`config.mk`:
```
export PLATFORM = sky130hd
export DESIGN_NAME = log_op_scheduler
export DESIGN_NICKNAME = d
export VERILOG_FILES = /design/src/rtl/log_op_pkg.sv /design/src/rtl/log_op_eval.sv /design/src/rtl/log_op_scheduler.sv
export SDC_FILE = /design/constraint.sdc
export NUM_CORES = 1
export LEC_CHECK = 0
export BUFFER_PORTS_ARGS = -buffer_cell sky130_fd_sc_hd__buf_4
export CELL_PAD_IN_SITES_DETAIL_PLACEMENT = 1
export CELL_PAD_IN_SITES_GLOBAL_PLACEMENT = 1
export CORE_MARGIN = 2
export CORE_UTILIZATION = 39
export DETAILED_ROUTE_END_ITERATION = 8
export PLACE_DENSITY = 0.89
export SYNTH_ARGS = -nofsm -noshare
export SYNTH_HDL_FRONTEND = slang
export SYNTH_SLANG_ARGS = --single-unit
```
`constraint.sdc`:
```
create_clock -name clk -period 4.14 [get_ports clk]
set_input_delay 0.207 -clock clk [delete_from_list [all_inputs] [get_ports clk]]
set_output_delay 0.207 -clock clk [all_outputs]
set_load 0.05 [all_outputs]
```
`src/rtl/log_op_pkg.sv`:
```
// Shared constants for the logical-operator scheduler: op codes and FSM state encodings.
package log_op_pkg;

    localparam logic [2:0] OP_OR_AB      = 3'd0;
    localparam logic [2:0] OP_AND_AC     = 3'd1;
    localparam logic [2:0] OP_NOT_B      = 3'd2;
    localparam logic [2:0] OP_NOTB_OR_C  = 3'd3;
    localparam logic [2:0] OP_A_ANDNOT_C = 3'd4;

    localparam logic [1:0] ST_IDLE = 2'd0;
    localparam logic [1:0] ST_EXEC = 2'd1;
    localparam logic [1:0] ST_HOLD = 2'd2;

    typedef enum logic [1:0] {
        StIdle = ST_IDLE,
        StExec = ST_EXEC,
        StHold = ST_HOLD
    } state_e;

    function automatic logic op_is_legal(input logic [2:0] op);
        return op <= OP_A_ANDNOT_C;
    endfunction

endpackage

```
`src/rtl/log_op_eval.sv`:
```
// Combinational evaluator: reduces each operand to "nonzero" and applies the selected op.
module log_op_eval
    import log_op_pkg::*;
#(
    parameter int unsigned W = 4
) (
    input  logic [W-1:0] a_i,
    input  logic [W-1:0] b_i,
    input  logic [W-1:0] c_i,
    input  logic [2:0]   op_i,
    output logic         bit_o,
    output logic         err_o
);

    logic any_a;
    logic any_b;
    logic any_c;

    assign any_a = |a_i;
    assign any_b = |b_i;
    assign any_c = |c_i;

    always_comb begin
        bit_o = 1'b0;
        err_o = !op_is_legal(op_i);
        unique case (op_i)
            OP_OR_AB:      bit_o = any_a | any_b;
            OP_AND_AC:     bit_o = any_a & any_c;
            OP_NOT_B:      bit_o = ~any_b;
            OP_NOTB_OR_C:  bit_o = ~any_b | any_c;
            OP_A_ANDNOT_C: bit_o = any_a & ~any_c;
            default:       bit_o = 1'b0;
        endcase
    end

endmodule

```
`src/rtl/log_op_scheduler.sv`:
```
// Round-robin scheduler sharing one logical-operator evaluator between N_REQ requesters.
// A granted job is captured, evaluated in EXEC and held on a valid/ready result port.
module log_op_scheduler
    import log_op_pkg::*;
#(
    parameter int unsigned N_REQ = 3,
    parameter int unsigned W     = 4
) (
    input  logic               clk,
    input  logic               rst,
    input  logic [N_REQ-1:0]   req_valid,
    output logic [N_REQ-1:0]   req_ready,
    input  logic [N_REQ*W-1:0] req_a,
    input  logic [N_REQ*W-1:0] req_b,
    input  logic [N_REQ*W-1:0] req_c,
    input  logic [N_REQ*3-1:0] req_op,
    output logic               res_valid,
    input  logic               res_ready,
    output logic               res_bit,
    output logic [1:0]         res_id,
    output logic               res_err,
    output logic               busy,
    output logic [15:0]        done_cnt
);

    state_e       state_q, state_d;
    logic [1:0]   last_q, last_d;
    logic [1:0]   gnt_q, gnt_d;
    logic [W-1:0] a_q, a_d;
    logic [W-1:0] b_q, b_d;
    logic [W-1:0] c_q, c_d;
    logic [2:0]   op_q, op_d;
    logic         res_valid_q, res_valid_d;
    logic         res_bit_q, res_bit_d;
    logic         res_err_q, res_err_d;
    logic [1:0]   res_id_q, res_id_d;
    logic         busy_q, busy_d;
    logic [15:0]  done_cnt_q, done_cnt_d;

    logic         arb_found;
    logic [1:0]   arb_idx;
    logic [W-1:0] sel_a;
    logic [W-1:0] sel_b;
    logic [W-1:0] sel_c;
    logic [2:0]   sel_op;
    logic         eval_bit;
    logic         eval_err;

    // Rotating priority: search starts at the requester just after the last grant.
    always_comb begin
        arb_found = 1'b0;
        arb_idx   = '0;
        for (int unsigned k = 1; k <= N_REQ; k++) begin
            for (int unsigned i = 0; i < N_REQ; i++) begin
                if (!arb_found && req_valid[i] && (i == (32'(last_q) + k) % N_REQ)) begin
                    arb_found = 1'b1;
                    arb_idx   = 2'(i);
                end
            end
        end
    end

    always_comb begin
        sel_a  = '0;
        sel_b  = '0;
        sel_c  = '0;
        sel_op = '0;
        for (int unsigned i = 0; i < N_REQ; i++) begin
            if (arb_idx == 2'(i)) begin
                sel_a  = req_a[i*W +: W];
                sel_b  = req_b[i*W +: W];
                sel_c  = req_c[i*W +: W];
                sel_op = req_op[i*3 +: 3];
            end
        end
    end

    always_comb begin
        req_ready = '0;
        for (int unsigned i = 0; i < N_REQ; i++) begin
            req_ready[i] = (state_q == StIdle) && arb_found && (arb_idx == 2'(i));
        end
    end

    log_op_eval #(
        .W(W)
    ) u_eval (
        .a_i   (a_q),
        .b_i   (b_q),
        .c_i   (c_q),
        .op_i  (op_q),
        .bit_o (eval_bit),
        .err_o (eval_err)
    );

    always_comb begin
        state_d     = state_q;
        last_d      = last_q;
        gnt_d       = gnt_q;
        a_d         = a_q;
        b_d         = b_q;
        c_d         = c_q;
        op_d        = op_q;
        res_valid_d = res_valid_q;
        res_bit_d   = res_bit_q;
        res_err_d   = res_err_q;
        res_id_d    = res_id_q;
        done_cnt_d  = done_cnt_q;
        unique case (state_q)
            StIdle: begin
                if (arb_found) begin
                    a_d     = sel_a;
                    b_d     = sel_b;
                    c_d     = sel_c;
                    op_d    = sel_op;
                    gnt_d   = arb_idx;
                    last_d  = arb_idx;
                    state_d = StExec;
                end
            end
            StExec: begin
                res_bit_d   = eval_bit;
                res_err_d   = eval_err;
                res_id_d    = gnt_q;
                res_valid_d = 1'b1;
                state_d     = StHold;
            end
            StHold: begin
                if (res_ready) begin
                    res_valid_d = 1'b0;
                    done_cnt_d  = done_cnt_q + 16'd1;
                    state_d     = StIdle;
                end
            end
            default: state_d = StIdle;
        endcase
        busy_d = (state_d != StIdle);
    end

    always_ff @(posedge clk) begin
        if (rst) begin
            state_q     <= StIdle;
            last_q      <= 2'(N_REQ - 1);
            gnt_q       <= '0;
            a_q         <= '0;
            b_q         <= '0;
            c_q         <= '0;
            op_q        <= '0;
            res_valid_q <= 1'b0;
            res_bit_q   <= 1'b0;
            res_err_q   <= 1'b0;
            res_id_q    <= '0;
            busy_q      <= 1'b0;
            done_cnt_q  <= '0;
        end else begin
            state_q     <= state_d;
            last_q      <= last_d;
            gnt_q       <= gnt_d;
            a_q         <= a_d;
            b_q         <= b_d;
            c_q         <= c_d;
            op_q        <= op_d;
            res_valid_q <= res_valid_d;
            res_bit_q   <= res_bit_d;
            res_err_q   <= res_err_d;
            res_id_q    <= res_id_d;
            busy_q      <= busy_d;
            done_cnt_q  <= done_cnt_d;
        end
    end

    assign res_valid = res_valid_q;
    assign res_bit   = res_bit_q;
    assign res_err   = res_err_q;
    assign res_id    = res_id_q;
    assign busy      = busy_q;
    assign done_cnt  = done_cnt_q;

endmodule

```
==> flow_results.xml, run 1 <==
<?xml version="1.0" encoding="UTF-8"?>
<metrics>
  <group name="timing">
    <metric name="clock_period_minus_final_worst_setup_slack" unit="ns">2.348</metric>
    <metric name="finClkSkew" unit="ns">0.009473</metric>
    <metric name="final_clock_period_utilization_by_the_worst_path" unit="%">56.71</metric>
    <metric name="grt_setup_unrepaired" unit="">no</metric>
    <metric name="slew_headroom" unit="%">55.69</metric>
    <metric name="hold_viol" unit="">0</metric>
    <metric name="timing.final.max_slew_violations" unit="">0</metric>
    <metric name="worst-slew-pin-transition" unit="ns">0.6586</metric>
    <metric name="setup_violations" unit="">0</metric>
    <metric name="setup_slack" unit="ns">1.792</metric>
    <metric name="totalNegativeSetupSlack" unit="ns">0</metric>
    <metric name="fmax" unit="MHz">425.9</metric>
  </group>
  <group name="logic_synthesis">
    <metric name="synth_edf_count" unit="">0</metric>
    <metric name="synth_cells" unit="">231</metric>
    <metric name="synth_sequential_area_ratio" unit="%">40.12</metric>
    <metric name="postSynthNetCount" unit="">285</metric>
    <metric name="synth_warnings" unit="">0</metric>
    <metric name="synth_async_sr_flop_share" unit="%">0</metric>
    <metric name="synth_area" unit="um2">2096</metric>
    <metric name="yosysUniqueCellTypes" unit="">45</metric>
    <metric name="syn_area_per_cell" unit="um2">9.073</metric>
    <metric name="synth-seq-cells" unit="">42</metric>
    <metric name="ys.flop_type" unit="">sky130_fd_sc_hd__dfxtp_1</metric>
  </group>
  <group name="cts">
    <metric name="cts-resized-gates" unit="">0</metric>
    <metric name="holdBufCountCts" unit="">0</metric>
    <metric name="numClockSinks" unit="">42</metric>
    <metric name="tritoncts" unit="">yes</metric>
    <metric name="clockBufferDepth" unit="">2</metric>
    <metric name="total_cts_buffers" unit="">5</metric>
    <metric name="clk_transition_reported_paths" unit="ns">0.08</metric>
    <metric name="postCtsSetupBuffers" unit="">0</metric>
    <metric name="htree_num_levels" unit="">2</metric>
    <metric name="clock_insertion_delay_worst_skew" unit="ns">0.29</metric>
    <metric name="cts-root-buf" unit="">sky130_fd_sc_hd__clkbuf_8</metric>
  </group>
  <group name="worst_setup_path">
    <metric name="startpoint_type" unit="">flip-flop</metric>
    <metric name="timing.critical_path.fanout_max" unit="">7</metric>
    <metric name="setup.reg_to_reg.worst_slack" unit="ns">1.94</metric>
    <metric name="cp_data_required_time" unit="ns">3.93</metric>
    <metric name="regToRegStartpoint" unit="">last_q[1]</metric>
    <metric name="worst_setup_path_end_kind" unit="">output port</metric>
    <metric name="timing.setup.critical_path_class" unit="">flip-flop to output port</metric>
    <metric name="reg2reg_depth" unit="">6</metric>
    <metric name="timing.rr.end" unit="">b_q[2]</metric>
    <metric name="crit_arrival" unit="ns">2.14</metric>
  </group>
  <group name="worst_hold_path">
    <metric name="hold_worst_path_end" unit="">state_q[1]</metric>
    <metric name="timing.hold.worst_path_depth" unit="">3</metric>
    <metric name="hold_start" unit="">res_ready</metric>
    <metric name="worstHoldPathType" unit="">input pin to flip-flop</metric>
  </group>
  <group name="pwr">
    <metric name="total_leakage_power" unit="nW">1.152</metric>
    <metric name="vdd_drop_max" unit="mV">0.3279</metric>
    <metric name="power_per_cell_area" unit="nW/um2">627.5</metric>
  </group>
  <group name="layout">
    <metric name="post_route_cells_drive_above_1_share" unit="%">31.46</metric>
    <metric name="areaGrowthSynthToFinish" unit="%">33.19</metric>
    <metric name="layout.cells.most_common_list" unit="">sky130_fd_sc_hd__buf_4, sky130_fd_sc_hd__dfxtp_1, sky130_fd_sc_hd__nor2_1, sky130_fd_sc_hd__a211oi_1, sky130_fd_sc_hd__nand2_1</metric>
    <metric name="final_util" unit="%">54.31</metric>
    <metric name="n_antenna_cell" unit="">0</metric>
    <metric name="mostFrequentLayoutCell" unit="">sky130_fd_sc_hd__buf_4</metric>
    <metric name="final_net_count" unit="">355</metric>
  </group>
  <group name="global_route">
    <metric name="grt_start_max_net_pins" unit="">49</metric>
    <metric name="first_global_vias" unit="">2074</metric>
    <metric name="antenna_found_initial" unit="">0</metric>
    <metric name="overflow" unit="">0</metric>
    <metric name="grt_first_pass_wirelength" unit="um">9535</metric>
    <metric name="gr-usage-all-layers" unit="%">19.50</metric>
  </group>
  <group name="floorplan">
    <metric name="ioPinCount" unit="">76</metric>
    <metric name="die_y" unit="um">77.31</metric>
    <metric name="die_area" unit="um2">5976</metric>
    <metric name="effective_utilization_at_floorplan" unit="%">40.77</metric>
    <metric name="die-width" unit="um">77.31</metric>
    <metric name="rows" unit="">26</metric>
    <metric name="core_region_area" unit="um2">5140</metric>
  </group>
  <group name="routing">
    <metric name="drt-pass1-iter-count" unit="">4</metric>
    <metric name="route.vias.total" unit="">2013</metric>
    <metric name="wl_per_cell" unit="um">15.06</metric>
    <metric name="finalWirelength" unit="um">5602</metric>
    <metric name="number_of_nets_with_antenna_violations_after_detailed_routing" unit="">0</metric>
    <metric name="routed_via_density" unit="">5.411</metric>
    <metric name="detail_route.iter0.violations" unit="">88</metric>
    <metric name="detail_route.drc_violations" unit="">0</metric>
  </group>
  <group name="status">
    <metric name="outcome" unit="">finished clean</metric>
  </group>
  <group name="place">
    <metric name="place_congestion" unit="">0.7608</metric>
    <metric name="dp.final_hpwl" unit="um">4264</metric>
    <metric name="placement.io_buffers" unit="">75</metric>
    <metric name="pre_cts_ws" unit="ns">1.991</metric>
  </group>
  <group name="run">
    <metric name="maxCapViolations" unit="">0</metric>
  </group>
</metrics>
==> worst max-delay path, cell delays in order (launching register included) <==
cell	delay [ns]
sky130_fd_sc_hd__dfxtp_1	0.37
sky130_fd_sc_hd__inv_1	0.07
sky130_fd_sc_hd__ha_1	0.37
sky130_fd_sc_hd__nor3_4	0.09
sky130_fd_sc_hd__or4_4	0.57
sky130_fd_sc_hd__nor2_4	0.17
sky130_fd_sc_hd__buf_4	0.22
==> cell usage after synthesis, types with 6 or more instances <==
master	n	area [um2]
sky130_fd_sc_hd__nand2_1	12	45.04
sky130_fd_sc_hd__a211oi_1	16	120.1
sky130_fd_sc_hd__nand2b_1	9	56.30
sky130_fd_sc_hd__o21ai_0	7	35.03
sky130_fd_sc_hd__a21boi_0	6	45.04
sky130_fd_sc_hd__nor2_1	34	127.6
sky130_fd_sc_hd__xor2_1	11	96.34
sky130_fd_sc_hd__clkbuf_1	7	26.28
sky130_fd_sc_hd__a222oi_1	9	90.09
sky130_fd_sc_hd__dfxtp_1	42	840.8
sky130_fd_sc_hd__nand3_1	9	45.04
sky130_fd_sc_hd__a21oi_1	9	45.04
==> logic make-up (layout without fill, tap and decap cells) <==
family / after synthesis / after routing / synth area share [%]
adders and majority gates: 3 / 3 / 1.791
xor gates and xnor gates: 15 / 15 / 6.268
AOI/OAI and AO/OA: 63 / 63 / 23.58
muxes: 1 / 1 / 0.4776
and+or+nand+nor: 91 / 91 / 23.82
DFF: 42 / 42 / 40.12
buffers and inverters: 16 / 87 / 3.940
==> report_power, final <==
group	switching (mW)	internal [mW]	total (mW)
Sequential	0.0747	0.501	0.575
Combinational	0.527	0.334	0.861
Clock	0.137	0.177	0.315
==> routing by layer <==
layer | GRT usage, % | vias up | part of all wire [%]
met2 | 34.78 | 68 | 49
met5 | 0 | - | 0
met3 | 4.588 | 6 | 5.8
li1 | - | 993 | -
met1 | 23.14 | 946 | 44
met4 | 5.714 | 0 | 1.1
==> cell type report <==
type                            count  area [um2]
Tap cell                           70       87.58
Multi-Input combinational cell    173        1172
Fill cell                         630        2349
Sequential cell                    42       840.8
Clock buffer                        5       68.82
Inverter                            3       11.26
Clock inverter                      3       40.04
Timing Repair Buffer               76       570.5
==> state kept, by name, indices dropped and copies added (netlist names) <==
signal	count
a_q	4
b_q	4
busy	1
c_q	4
done_cnt	16
gnt_q	1
last_q	2
op_q	3
res_bit	1
res_err	1
res_id	2
res_valid	1
state_q	2
==> through the flow <==
stage	cells	hold slack, ns	power (mW)	area, um2
finish	372	0.2303	1.752	2791
global route	372	0.2311	1.875	2791
CTS	372	0.2199	1.766	2791
detailed placement	364	0.4583	1.443	2683
global placement	364	0.4453	1.413	2683
floorplan	231	0.4012	1.246	2096
==> worst max-delay path by stage <==
stage,startpoint,to,slack [ns],depth (start not counted)
after floorplan,last_q[1],req_ready[0],1.76,6
after global placement,last_q[1],op_q[2],2.08,6
after detailed placement,last_q[1],b_q[2],1.99,6
after CTS,last_q[1],req_ready[2],1.77,6
after global routing,last_q[0],req_ready[1],1.64,7
final,last_q[1],req_ready[2],1.79,6
(Power assumes the default switching activity.)
==> run 2: changes to the inputs <==
ABC_AREA = 1   (was default)
CORE_UTILIZATION = 31   (was 39)
PLACE_DENSITY = 0.79   (was 0.89)
clock period = 2.1 ns   (was 4.14 ns; I/O delays follow)
==> flow_results.xml, run 2 <==
<?xml version="1.0" encoding="UTF-8"?>
<metrics>
  <group name="status">
    <metric name="outcome" unit="">finished clean</metric>
  </group>
  <group name="layout">
    <metric name="finalInstanceArea" unit="um2">3308</metric>
    <metric name="filler_cell_count" unit="">1011</metric>
    <metric name="n_antenna_cell" unit="">0</metric>
    <metric name="area.sequential" unit="um2">845.8</metric>
    <metric name="final_net_count" unit="">503</metric>
    <metric name="areaGrowthSynthToFinish" unit="%">38.43</metric>
    <metric name="mostFrequentLayoutCell" unit="">sky130_fd_sc_hd__buf_4</metric>
    <metric name="largest_register_ff_count" unit="">16</metric>
    <metric name="layout.cells.most_common_list" unit="">sky130_fd_sc_hd__buf_4, sky130_fd_sc_hd__nand2_1, sky130_fd_sc_hd__inv_1, sky130_fd_sc_hd__nor2_1, sky130_fd_sc_hd__dfxtp_1</metric>
    <metric name="footprint_of_the_multi_input_gates" unit="um2">1311</metric>
    <metric name="post_route_cells_drive_above_1_share" unit="%">28.67</metric>
  </group>
  <group name="timing">
    <metric name="hold_ws" unit="ns">0.1041</metric>
    <metric name="clock_period_minus_final_worst_setup_slack" unit="ns">2.051</metric>
    <metric name="grt_setup_unrepaired" unit="">yes</metric>
    <metric name="worst-slew-pin-transition" unit="ns">0.5670</metric>
    <metric name="slew_headroom" unit="%">62.16</metric>
    <metric name="fmax" unit="MHz">487.7</metric>
    <metric name="timing.final.max_slew_violations" unit="">0</metric>
    <metric name="setup_slack" unit="ns">0.04944</metric>
    <metric name="setup_violations" unit="">0</metric>
    <metric name="hold_viol" unit="">0</metric>
    <metric name="final_clock_period_utilization_by_the_worst_path" unit="%">97.65</metric>
    <metric name="finClkSkew" unit="ns">0.005998</metric>
  </group>
  <group name="pwr">
    <metric name="total_leakage_power" unit="nW">1.619</metric>
    <metric name="vdd_drop_max" unit="mV">0.5392</metric>
    <metric name="power_per_cell_area" unit="nW/um2">1383</metric>
  </group>
  <group name="cts">
    <metric name="tritoncts" unit="">yes</metric>
    <metric name="holdBufCountCts" unit="">0</metric>
    <metric name="total_cts_buffers" unit="">5</metric>
    <metric name="cts-root-buf" unit="">sky130_fd_sc_hd__clkbuf_8</metric>
    <metric name="htree_num_levels" unit="">2</metric>
    <metric name="numClockSinks" unit="">42</metric>
    <metric name="clock_insertion_delay_worst_skew" unit="ns">0.30</metric>
    <metric name="clockBufferDepth" unit="">2</metric>
    <metric name="clk_transition_reported_paths" unit="ns">0.08</metric>
  </group>
  <group name="logic_synthesis">
    <metric name="postSynthNetCount" unit="">421</metric>
    <metric name="yosysUniqueCellTypes" unit="">28</metric>
    <metric name="synth.largest_area_cell" unit="">sky130_fd_sc_hd__dfxtp_1</metric>
    <metric name="synth-seq-cells" unit="">42</metric>
    <metric name="yosysMostFrequentCell" unit="">sky130_fd_sc_hd__nand2_1</metric>
    <metric name="synth_sequential_area_ratio" unit="%">35.18</metric>
    <metric name="synth_async_sr_flop_share" unit="%">0</metric>
    <metric name="synth_cells" unit="">367</metric>
    <metric name="synth_edf_count" unit="">0</metric>
    <metric name="synth_warnings" unit="">0</metric>
    <metric name="syn_area_per_cell" unit="um2">6.512</metric>
    <metric name="yosys-top-cells-count" unit="">sky130_fd_sc_hd__nand2_1, sky130_fd_sc_hd__inv_1, sky130_fd_sc_hd__nor2_1</metric>
    <metric name="synth_top_cell_area_share" unit="%">35.18</metric>
    <metric name="synth.area.top_cells" unit="">sky130_fd_sc_hd__dfxtp_1, sky130_fd_sc_hd__nand2_1, sky130_fd_sc_hd__inv_1</metric>
    <metric name="ys.flop_type" unit="">sky130_fd_sc_hd__dfxtp_1</metric>
    <metric name="synth_area" unit="um2">2390</metric>
  </group>
  <group name="routing">
    <metric name="detail_route.drc_violations" unit="">0</metric>
    <metric name="finalWirelength" unit="um">6906</metric>
    <metric name="wl_per_cell" unit="um">12.51</metric>
    <metric name="number_of_nets_with_antenna_violations_after_detailed_routing" unit="">0</metric>
    <metric name="drt-pass1-iter-count" unit="">4</metric>
    <metric name="routed_via_density" unit="">4.743</metric>
    <metric name="detail_route.iter0.violations" unit="">67</metric>
    <metric name="route.vias.total" unit="">2618</metric>
  </group>
  <group name="global_route">
    <metric name="grt_first_pass_wirelength" unit="um">11290</metric>
    <metric name="overflow" unit="">0</metric>
    <metric name="antenna_found_initial" unit="">0</metric>
    <metric name="grt_start_max_net_pins" unit="">28</metric>
    <metric name="gr-usage-all-layers" unit="%">16.36</metric>
    <metric name="first_global_vias" unit="">2478</metric>
  </group>
  <group name="floorplan">
    <metric name="core_region_area" unit="um2">7607</metric>
    <metric name="die-width" unit="um">91.80</metric>
    <metric name="ioPinCount" unit="">76</metric>
    <metric name="rows" unit="">32</metric>
    <metric name="die_area" unit="um2">8427</metric>
    <metric name="die_y" unit="um">91.80</metric>
    <metric name="effective_utilization_at_floorplan" unit="%">31.41</metric>
  </group>
  <group name="worst_setup_path">
    <metric name="setup.reg_to_reg.worst_slack" unit="ns">0.14</metric>
    <metric name="worst_setup_path_end_kind" unit="">output port</metric>
    <metric name="crit_arrival" unit="ns">1.95</metric>
    <metric name="regToRegStartpoint" unit="">last_q[1]</metric>
    <metric name="reg2reg_depth" unit="">15</metric>
    <metric name="timing.critical_path.fanout_max" unit="">4</metric>
    <metric name="cp_data_required_time" unit="ns">2.00</metric>
    <metric name="startpoint_type" unit="">flip-flop</metric>
    <metric name="timing.setup.critical_path_class" unit="">flip-flop to output port</metric>
    <metric name="timing.rr.end" unit="">a_q[0]</metric>
  </group>
  <group name="run">
    <metric name="maxCapViolations" unit="">0</metric>
  </group>
  <group name="place">
    <metric name="place_congestion" unit="">0.7692</metric>
    <metric name="placedInstanceArea" unit="um2">3047</metric>
    <metric name="placement.io_buffers" unit="">75</metric>
    <metric name="dp.final_hpwl" unit="um">5061</metric>
    <metric name="pre_cts_ws" unit="ns">0.04821</metric>
  </group>
  <group name="worst_hold_path">
    <metric name="timing.hold.worst_path_depth" unit="">5</metric>
    <metric name="hold_worst_path_end" unit="">b_q[3]</metric>
    <metric name="worstHoldPathType" unit="">input pin to flip-flop</metric>
    <metric name="hold_start" unit="">req_b[11]</metric>
  </group>
</metrics>
## run 2: repair_timing
action | CTS | global route
endpoints found under the setup margin | 3 | 15
pin swaps | 3 | 8
setup buffers | 4 | 3
gates resized for setup | 16 | 15
## run 2: worst max-delay path by stage
| stage | start | end | slack [ns] | cells past startpoint |
|---|---|---|---|---|
| after floorplan | last_q[1] | req_ready[0] | 0.05 | 11 |
| after global placement | last_q[1] | a_q[0] | 0.15 | 14 |
| after detailed placement | last_q[1] | op_q[0] | 0.05 | 13 |
| after CTS | last_q[1] | req_ready[2] | 0.002 | 13 |
| after global routing | last_q[1] | req_ready[2] | -0.04 | 13 |
| final | last_q[1] | req_ready[0] | 0.05 | 12 |
## run 2: final cells by class
class	instances	share of cell area, %
clock inverter	3	0.6430
inverter	67	7.905
clock buffer	5	2.080
timing repair buffer	87	20.31
tap	102	3.858
sequential	42	25.57
multi-input combinational	246	39.64
## run 2: where the power goes
part / switching (mW) / internal (mW) / total (mW)
combinational: 1.85 / 1.07 / 2.92
clock: 0.292 / 0.234 / 0.525
sequential: 0.116 / 1.01 / 1.13
## run 2: stage by stage
step           instances  setup TNS (ns)  total power [mW]  util (%)
3_3_place_gp         537               0             3.526     40.05
3_5_place_dp         537               0             3.615     40.05
6_report             552               0             4.575     43.49
2_1_floorplan        367               0             3.026         -
5_1_grt              552        -0.09859             4.984     43.49
4_1_cts              549               0             4.389     42.52
## run 2: kinds of logic after synthesis
logic type	Yosys count	share of synthesized area, %
flops	42	35.18
buf+inv	79	13.72
compound gates	54	11.62
simple gates	187	37.17
fa+ha+maj	3	1.571
xor+xnor	2	0.7331
## run 2: critical path, stage by stage, from the launching register on
cell and delay, ns:
sky130_fd_sc_hd__dfxtp_2 0.35, sky130_fd_sc_hd__inv_2 0.05, sky130_fd_sc_hd__ha_4 0.23, sky130_fd_sc_hd__nand2_4 0.08, sky130_fd_sc_hd__nand2_4 0.05, sky130_fd_sc_hd__nor2_4 0.09, sky130_fd_sc_hd__nand3_2 0.09, sky130_fd_sc_hd__nor2_4 0.15
sky130_fd_sc_hd__nand3_2 0.12, sky130_fd_sc_hd__nand2_4 0.12, sky130_fd_sc_hd__buf_6 0.13, sky130_fd_sc_hd__nor3_4 0.04, sky130_fd_sc_hd__buf_6 0.16
## run 2: metal layers
layer	share of wire [%]	vias to the layer above	GRT usage, %
met5	0	-	0
met3	3.9	11	3.287
met4	2.2	0	4.726
met2	49	61	27.94
met1	45	1226	20.89
li1	-	1320	-
==> run 3: changes to the inputs <==
CORE_UTILIZATION = 30   (was 31)
CTS_CLUSTER_DIAMETER = 100   (was default)
PLACE_DENSITY = 0.77   (was 0.79)
==> flow_results.xml, run 3 (synthesized netlist as in run 2, its figures left out) <==
<?xml version="1.0" encoding="UTF-8"?>
<metrics>
  <group name="status">
    <metric name="outcome" unit="">finished clean</metric>
  </group>
  <group name="run">
    <metric name="maxCapViolations" unit="">0</metric>
  </group>
  <group name="worst_setup_path">
    <metric name="crit_arrival" unit="ns">1.97</metric>
    <metric name="timing.critical_path.slowest_cell_delay" unit="ns">0.35</metric>
    <metric name="startpoint_type" unit="">flip-flop</metric>
    <metric name="timing.critical_path.fanout_max" unit="">16</metric>
    <metric name="worst_setup_path_end_kind" unit="">output port</metric>
    <metric name="timing.critical_path.max_delay_family" unit="">simple AND/OR/NAND/NOR gates</metric>
    <metric name="cp_num_buf_inv" unit="">4</metric>
    <metric name="worst_path_max_delay_cell" unit="">sky130_fd_sc_hd__dfxtp_2</metric>
    <metric name="cp_cell_sequence" unit="">inv_2, ha_4, nand2_4, nand2_2, nor2_2, nand2_1, o21ai_2, inv_4, nand2_4, nand2_4, inv_2, buf_6</metric>
    <metric name="timing.setup.critical_path_class" unit="">flip-flop to output port</metric>
    <metric name="setup.reg_to_reg.worst_slack" unit="ns">0.14</metric>
    <metric name="crit_path_frequent_cell" unit="">sky130_fd_sc_hd__nand2_4</metric>
    <metric name="cp_data_required_time" unit="ns">2.00</metric>
  </group>
  <group name="cts">
    <metric name="cts-root-buf" unit="">sky130_fd_sc_hd__clkbuf_8</metric>
    <metric name="total_cts_buffers" unit="">5</metric>
    <metric name="clockBufferDepth" unit="">2</metric>
    <metric name="clk_transition_reported_paths" unit="ns">0.09</metric>
    <metric name="clock_insertion_delay_worst_skew" unit="ns">0.31</metric>
    <metric name="htree_num_levels" unit="">2</metric>
    <metric name="tritoncts" unit="">yes</metric>
    <metric name="numClockSinks" unit="">42</metric>
  </group>
  <group name="global_route">
    <metric name="gr-usage-all-layers" unit="%">17.60</metric>
    <metric name="overflow" unit="">0</metric>
    <metric name="grt_first_pass_wirelength" unit="um">12300</metric>
    <metric name="grt_start_max_net_pins" unit="">28</metric>
    <metric name="first_global_vias" unit="">2690</metric>
    <metric name="antenna_found_initial" unit="">0</metric>
  </group>
  <group name="floorplan">
    <metric name="core_region_area" unit="um2">7727</metric>
    <metric name="rows" unit="">32</metric>
    <metric name="ioPinCount" unit="">76</metric>
    <metric name="effective_utilization_at_floorplan" unit="%">30.93</metric>
    <metric name="die_area" unit="um2">8696</metric>
    <metric name="die-width" unit="um">93.25</metric>
    <metric name="die_y" unit="um">93.25</metric>
  </group>
  <group name="routing">
    <metric name="detail_route.drc_violations" unit="">0</metric>
    <metric name="route.vias.total" unit="">2557</metric>
    <metric name="number_of_nets_with_antenna_violations_after_detailed_routing" unit="">0</metric>
    <metric name="detail_route.iter0.violations" unit="">56</metric>
    <metric name="routed_via_density" unit="">4.582</metric>
    <metric name="wl_per_cell" unit="um">13.13</metric>
    <metric name="drt-pass1-iter-count" unit="">4</metric>
    <metric name="finalWirelength" unit="um">7324</metric>
  </group>
  <group name="layout">
    <metric name="filler_cell_count" unit="">1023</metric>
    <metric name="final_util" unit="%">43.81</metric>
    <metric name="layout.cells.most_common_list" unit="">sky130_fd_sc_hd__buf_4, sky130_fd_sc_hd__nand2_1, sky130_fd_sc_hd__inv_1, sky130_fd_sc_hd__nor2_1, sky130_fd_sc_hd__dfxtp_1</metric>
    <metric name="n_antenna_cell" unit="">0</metric>
    <metric name="post_route_cells_drive_above_1_share" unit="%">30.04</metric>
    <metric name="largest_register_ff_count" unit="">16</metric>
    <metric name="final_net_count" unit="">509</metric>
    <metric name="areaGrowthSynthToFinish" unit="%">41.68</metric>
    <metric name="finalInstanceArea" unit="um2">3386</metric>
    <metric name="mostFrequentLayoutCell" unit="">sky130_fd_sc_hd__buf_4</metric>
  </group>
  <group name="timing">
    <metric name="worst-slew-pin-transition" unit="ns">0.6040</metric>
    <metric name="clock_period_minus_final_worst_setup_slack" unit="ns">2.073</metric>
    <metric name="setup_violations" unit="">0</metric>
    <metric name="slew_headroom" unit="%">59.69</metric>
    <metric name="timing.final.max_slew_violations" unit="">0</metric>
    <metric name="final_clock_period_utilization_by_the_worst_path" unit="%">98.71</metric>
    <metric name="finClkSkew" unit="ns">0.009648</metric>
    <metric name="grt_setup_unrepaired" unit="">yes</metric>
    <metric name="fmax" unit="MHz">482.4</metric>
    <metric name="hold_viol" unit="">0</metric>
  </group>
  <group name="pwr">
    <metric name="total_leakage_power" unit="nW">1.659</metric>
    <metric name="power_per_cell_area" unit="nW/um2">1430</metric>
    <metric name="vdd_drop_max" unit="mV">0.5401</metric>
  </group>
  <group name="place">
    <metric name="dp.final_hpwl" unit="um">5037</metric>
    <metric name="place_congestion" unit="">0.7670</metric>
    <metric name="placedInstanceArea" unit="um2">3057</metric>
    <metric name="placement.io_buffers" unit="">75</metric>
  </group>
  <group name="worst_hold_path">
    <metric name="worstHoldPathType" unit="">input pin to flip-flop</metric>
  </group>
</metrics>
run 3: cell count changes in the layout (fill, tap and decap cells not counted), sizes merged:
cell / delta
bufinv: +1
buf: +6
clkinvlp: +1
clkinv: -2
run 3: layer usage:
metal	GRT usage [%]	routed length, um	vias to the layer above
met1	21.49	3368	1161
met3	2.417	274	7
met5	0	0	-
met4	5.637	78	0
li1	-	-	1335
met2	31.71	3603	54
run 3: tightest hold or removal path, stage by stage:
cell and delay (ns):
sky130_fd_sc_hd__buf_4 0.08, sky130_fd_sc_hd__nand2_1 0.04, sky130_fd_sc_hd__nand3_1 0.07, sky130_fd_sc_hd__nand2_1 0.05, sky130_fd_sc_hd__inv_1 0.04
run 3: cell type report:
cell class	instances	area, um2	area share [%]
repair buffers	93	738.2	21.80
clock buffers	5	68.82	2.033
multi-input cells	246	1296	38.29
well taps	102	127.6	3.769
clock inverters	3	45.04	1.330
inverters	67	264.0	7.797
flip-flops and latches	42	845.8	24.98
run 3: final timing paths:
check | from | end | cells after the start
max | last_q[1] | req_ready[2] | 12
min | req_c[9] | c_q[1] | 5
max reg2reg | last_q[1] | b_q[2] | 15
min reg2reg | res_bit | res_bit | 2
run 3: metrics by stage:
stage	instances	setup TNS, ns	worst slack (ns)	hold WS (ns)	total power [mW]
finish	558	0	0.02707	0.09569	4.843
global route	558	-0.1758	-0.06048	0.1137	5.251
CTS	559	0	0.0004616	0.09516	4.902
detailed placement	535	0	0.06719	0.4132	3.676
global placement	535	0	0.1841	0.4044	3.575
floorplan	367	0	0.04769	0.2499	3.026
run 3: timing repair:
action / in CTS / in global routing
gates resized for setup: 22 / 8
gates cloned: 1 / 0
endpoints found under the setup margin: 3 / 22
pin swaps: 5 / 9
hold buffers: 0 / 0
buffers inserted: 15 / 1
run 3: power breakdown:
group	total, mW	internal [mW]	leakage, nW	switching (mW)
Combinational	3.05	1.18	1.26	1.87
Clock	0.654	0.354	0.0504	0.300
Sequential	1.14	1.01	0.345	0.128
Total	4.84	2.54	1.66	2.30
